==> src/rtl/fetch_pkg.sv <==
// Shared fetch-side types and constants: FSM state encoding, instruction
// width, PC increment and the default reset PC used by ROM and decode.
package fetch_pkg;

  typedef enum logic [1:0] {
    BOOT = 2'd0,
    RUN  = 2'd1,
    HOLD = 2'd2
  } fetch_state_e;

  localparam int          INSTR_W          = 32;
  localparam int          PC_INC           = 4;
  localparam logic [31:0] DEFAULT_RESET_PC = 32'h0000_0000;

endpackage

==> src/rtl/ins_fetch_pc_sel.sv <==
// Combinational ROM address priority mux (redirect > boot > stall-hold > pc)
// plus fault detection for the address being issued this cycle.
module ins_fetch_pc_sel
  import fetch_pkg::*;
#(
  parameter int ADDR_W     = 32,
  parameter int IMEM_DEPTH = 512
) (
  input  fetch_state_e      i_state,
  input  logic [ADDR_W-1:0] i_pc_q,
  input  logic [ADDR_W-1:0] i_resp_pc_q,
  input  logic              i_resp_vld_q,
  input  logic              i_stall,
  input  logic              i_redirect_valid,
  input  logic [ADDR_W-1:0] i_redirect_pc,
  output logic [ADDR_W-1:0] o_addr,
  output logic              o_hold,
  output logic              o_fault
);

  // One extra bit so IMEM_DEPTH*4 cannot overflow the address width.
  localparam logic [ADDR_W:0] IMEM_LIMIT = (ADDR_W + 1)'(IMEM_DEPTH) << 2;

  // NOTE: every output gets a default first, so no path leaves a latch.
  always_comb begin
    o_addr = i_pc_q;
    o_hold = 1'b0;
    if (i_redirect_valid) begin
      o_addr = {i_redirect_pc[ADDR_W-1:2], 2'b00};
    end else if (i_state == BOOT) begin
      o_addr = i_pc_q;
    end else if (i_stall && i_resp_vld_q) begin
      o_addr = i_resp_pc_q;
      o_hold = 1'b1;
    end
  end

  assign o_fault = (i_redirect_valid && (i_redirect_pc[1:0] != 2'b00)) ||
                   ({1'b0, o_addr} >= IMEM_LIMIT);

endmodule

==> src/rtl/ins_fetch_unit.sv <==
// Instruction fetch initiator for a 1-cycle synchronous ROM: owns the PC,
// handles stall (re-issue held address) and redirect. Option: IF_PERF_CNT_EN.
module ins_fetch_unit
  import fetch_pkg::*;
#(
  parameter int                ADDR_W     = 32,
  parameter logic [ADDR_W-1:0] RESET_PC   = ADDR_W'(DEFAULT_RESET_PC),
  parameter int                IMEM_DEPTH = 512
) (
  input  logic               clk,
  input  logic               rst,
  output logic [ADDR_W-1:0]  imem_addr,
  input  logic [INSTR_W-1:0] imem_instr,
  input  logic               stall,
  input  logic               redirect_valid,
  input  logic [ADDR_W-1:0]  redirect_pc,
  output logic               if_valid,
  output logic [ADDR_W-1:0]  if_pc,
  output logic [INSTR_W-1:0] if_instr,
  output logic               if_fault
`ifdef IF_PERF_CNT_EN
  ,
  output logic [31:0]        if_retire_cnt
`endif
);

  fetch_state_e      r_state;
  logic [ADDR_W-1:0] r_pc;
  logic [ADDR_W-1:0] r_resp_pc;
  logic              r_resp_vld;
  logic              r_fault;

  logic [ADDR_W-1:0] w_addr;
  logic              w_hold;
  logic              w_fault;

  ins_fetch_pc_sel #(
    .ADDR_W     (ADDR_W),
    .IMEM_DEPTH (IMEM_DEPTH)
  ) u_pc_sel (
    .i_state          (r_state),
    .i_pc_q           (r_pc),
    .i_resp_pc_q      (r_resp_pc),
    .i_resp_vld_q     (r_resp_vld),
    .i_stall          (stall),
    .i_redirect_valid (redirect_valid),
    .i_redirect_pc    (redirect_pc),
    .o_addr           (w_addr),
    .o_hold           (w_hold),
    .o_fault          (w_fault)
  );

  // NOTE: non-blocking assignments so every register samples pre-edge values.
  always_ff @(posedge clk) begin
    if (rst) begin
      r_state    <= BOOT;
      r_pc       <= RESET_PC;
      r_resp_pc  <= RESET_PC;
      r_resp_vld <= 1'b0;
      r_fault    <= 1'b0;
    end else begin
      r_resp_pc  <= w_addr;
      r_resp_vld <= 1'b1;
      r_fault    <= w_fault;
      if (!w_hold) r_pc <= w_addr + ADDR_W'(PC_INC);
      // w_hold already excludes redirect and BOOT, so it alone picks HOLD.
      case (r_state)
        BOOT:    r_state <= RUN;
        RUN:     r_state <= w_hold ? HOLD : RUN;
        HOLD:    r_state <= w_hold ? HOLD : RUN;
        default: r_state <= RUN;
      endcase
    end
  end

`ifdef IF_PERF_CNT_EN
  logic [31:0] r_retire_cnt;

  always_ff @(posedge clk) begin
    if (rst) r_retire_cnt <= 32'd0;
    else if (r_resp_vld && !stall && !redirect_valid) r_retire_cnt <= r_retire_cnt + 32'd1;
  end

  assign if_retire_cnt = r_retire_cnt;
`endif

  assign imem_addr = w_addr;
  assign if_valid  = r_resp_vld;
  assign if_pc     = r_resp_pc;
  assign if_instr  = imem_instr;
  assign if_fault  = r_fault;

endmodule

==> config.mk <==
export PLATFORM = sky130hd
export DESIGN_NAME = ins_fetch_unit
export DESIGN_NICKNAME = d
export VERILOG_FILES = /design/src/rtl/fetch_pkg.sv /design/src/rtl/ins_fetch_pc_sel.sv /design/src/rtl/ins_fetch_unit.sv
export SDC_FILE = /design/constraint.sdc
export NUM_CORES = 1
export LEC_CHECK = 0
export ABC_AREA = 1
export CORE_ASPECT_RATIO = 0.75
export CORE_MARGIN = 3
export CORE_UTILIZATION = 41
export DETAILED_ROUTE_END_ITERATION = 10
export PLACE_DENSITY = 0.83
export SYNTH_ARGS = -nofsm -noshare
export SYNTH_HDL_FRONTEND = slang
export SYNTH_SLANG_ARGS = --single-unit
==> constraint.sdc <==
create_clock -name clk -period 2.9 [get_ports clk]
set_clock_uncertainty 0.1 [all_clocks]
set_input_delay 0.58 -clock clk [delete_from_list [all_inputs] [get_ports clk]]
set_output_delay 0.58 -clock clk [all_outputs]
set_load 0.02 [all_outputs]
==> metrics.md <==
| Metric | Value |
|---|---|
| Peak supply drop | between 200 and 300 uV |
| Leading area contributor after synthesis | dfxtp_1 |
| TritonCTS Sinks | between 60 and 70 |
| Final setup fails | 0 |
| RSZ-0062 raised after global routing | no |
| Final Cell Area | roughly 6200 um2 |
| Worst slew pin tran | ~0.46 ns |
| Outcome | finished clean |
| Clock buffer count from CTS | 9 |
| Grt ovf | 0 |
| Final Hold Fails | 0 |
| FILL cells | roughly 1100 |
| Maximum clock rate | about 360 MHz |
| Clk buf depth | 2 |
| Area after DPL | about 5900 um2 |
| WP data required | between 2 and 2.5 ns |
| Post-synth top area share | between 20 and 30% |
| Final Non-Filler Cells | between 900 and 1000 |
| CP peak stage delay | between 0.5 and 0.6 ns |
| Remaining antenna violation count | 0 |
| Postcts setup bufs | 0 |
| Slew headroom | 69.1% |
| Worst-skew pair later-pin latency | 0.33 ns |
| Post-synth EDFFs | 0 |
| H-tree lvl count | 3 |
| DRT iter0 DRCs | between 300 and 400 |
| Fin util | a little under three fifths |
| Number of remaining DRC errors | 0 |
| CTS root buf | clkbuf_16 |
| Final Total Pwr | 2.91 mW |
| CP max-delay cell | clkdlybuf4s50_1 |
| Mapped cell area | ~4700 um2 |
| CP Capture Type | output pin |
| Pleak | approximately 3.2 nW |
| Pwr dens | 468 nW/um2 |
| Cell Rows | 33 |
| Total track usage | 20.7% |
| Asr flop ratio synth | 0% |
| Largest net degree at the start of global routing | 49 |
| Final Max Tran Viols | 0 |
| Yosys warns | 0 |
| Fin Setup TNS | 0 ns |
| Ranking of synthesized cells by area | dfxtp_1 (29%), nand2_1 (15%), inv_1 (11%) |
| Crit path max fanout | 14 |
| Number of global-route vias before repair | 4548 |
| Layout area overhead | 31.9% |
| DIE AREA | 12800 um2 |
| Cell Chain, Critical Path | clkdlybuf4s50_1 -> nand2_1 -> nor2_2 -> buf_6 -> nand2_1 -> nand3_1 -> nand2_4 -> dlygate4sd2_1 |
| Minimum clock period | between 2 and 3 ns |
| Die H | just under 100 um |
| Period utilisation layout | around 95% |
| Drt first pass iters | 5 |
| Placed Cells | roughly 980 |
| Die width | 130 um |
| Antenna violations before repair | 0 |
| # nets final | between 900 and 1000 |
| Vias | between 4000 and 5000 |
| Synthesized instance count | 740 |
| Ys flop type | dfxtp_1 |
| Syn Nets | roughly 810 |
| Setup crit start kind | primary input |
| Cell mode on critical path | nand2_1 |
| HPWL after DPL | 9.96 mm |
| CP Class | in -> out |
| Yosys reg bits | 68 |
| Layout cell share with drive strength beyond 1 | 19.3% |
| Placer Congestion | around 0.9 |
| Most frequent cells in the layout | nand2_1 (192), inv_1 (143), nor2_1 (70) |
| Most common cell after layout, fill and taps aside | nand2_1 |
| First-pass GRT wire length | about 22 mm |
| CTS tree | done |
| Routed WL | around 13 mm |
| Via density | ~4.7 |
| Worst-path clk slew | 0.05 ns |
| Starting Density | a little over two fifths |
| Core Region | 11100 um2 |
| Yosys cell types | 30 |
| Max Cap Viol | 0 |
| Syn_area_per_cell | between 6 and 7 um2 |
| # diodes | 0 |
| Crit path DAT | between 2 and 2.5 ns |
| Min-delay worst type | reg -> reg |
| Sequential share of the synthesized area | 28.9% |
| Avg WL per Cell | ~13 um |
| I/O pins | about 170 |
| PortBufs | between 100 and 150 |
==> worst max-delay path: cells and delay by family <==
family	cells	cell delay [ns]
buffers and inverters	3	1.03
AND/OR/NAND/NOR	5	0.46
==> kinds of logic (layout without fill, tap and decap cells) <==
kind of cell,count (synthesis),in the layout,synth area share [%]
compound gates,41,41,4.75
flops,68,68,28.9
xor+xnor,2,2,0.372
buf+inv,208,325,20.4
simple gates,418,418,44.9
fa+ha+maj,3,3,0.796
==> report_power, final <==
group | internal [mW] | switching [mW]
Combinational | 0.324 | 0.450
Clock | 0.709 | 0.395
Sequential | 1.00 | 0.0315
Total | 2.03 | 0.877
==> state kept, by name, summed over array words and instances, names as in the netlist <==
name      cells
if_pc        32
r_pc         32
r_state       2
if_valid      1
if_fault      1
==> Yosys cell counts, types with 2 or more instances <==
master	number
nand2_1	192
inv_1	143
nor2_1	70
dfxtp_1	68
nand3_1	64
buf_4	38
nand2_2	27
o21ai_0	26
nand2_4	21
nor2_2	13
nor2_4	11
clkbuf_1	10
nand3_2	10
inv_2	8
buf_2	5
a21oi_1	4
buf_6	4
o211ai_1	4
ha_1	3
o21ai_1	3
a31oi_1	2
and2_1	2
nand3_4	2
nand3b_1	2
nand4_1	2
xor2_1	2
==> per-stage QoR <==
stage,setup slack (ns),hold WS (ns)
4_1_cts,0.134,0.348
5_1_grt,0.0201,0.360
6_report,0.138,0.344
3_5_place_dp,-0.101,0.340
3_3_place_gp,-0.0966,0.345
2_1_floorplan,0.611,0.325
==> cell type report <==
class | instances | area (um2) | area share (%)
Clock buffer | 12 | 256 | 4.12
Clock inverter | 4 | 47.5 | 0.764
Inverter | 151 | 567 | 9.11
Multi-Input combinational cell | 464 | 2390 | 38.5
Sequential cell | 68 | 1360 | 21.9
Tap cell | 140 | 175 | 2.82
Timing Repair Buffer | 158 | 1420 | 22.8
==> routing by layer <==
| layer | vias up | wire length, um | part of all wire, % | global-route usage, % |
|---|---|---|---|---|
| met5 | - | 0 | 0 | 0 |
| met4 | 0 | 247 | 1.9 | 6.47 |
| met3 | 18 | 831 | 6.5 | 4.28 |
| met2 | 158 | 5740 | 45 | 33.1 |
| met1 | 2086 | 5990 | 47 | 28.0 |
| li1 | 2392 | - | - | - |
==> timing repair <==
item | 4_1_cts | 5_1_grt
hold buffers | 0 | 0
setup endpoints to repair | 32 | 0
gates resized for setup | 34 | 0
==> worst paths after layout <==
kind / startpoint / slack, ns / endpoint / cells past startpoint
max reg2reg: r_state[0] / 0.37 / r_pc[22] / 19
min: r_pc[1] / 0.34 / r_pc[1] / 2
min reg2reg: r_pc[1] / 0.34 / r_pc[1] / 2
max: stall / 0.14 / imem_addr[5] / 8
No activity file was read; power rests on OpenSTA's default activity.
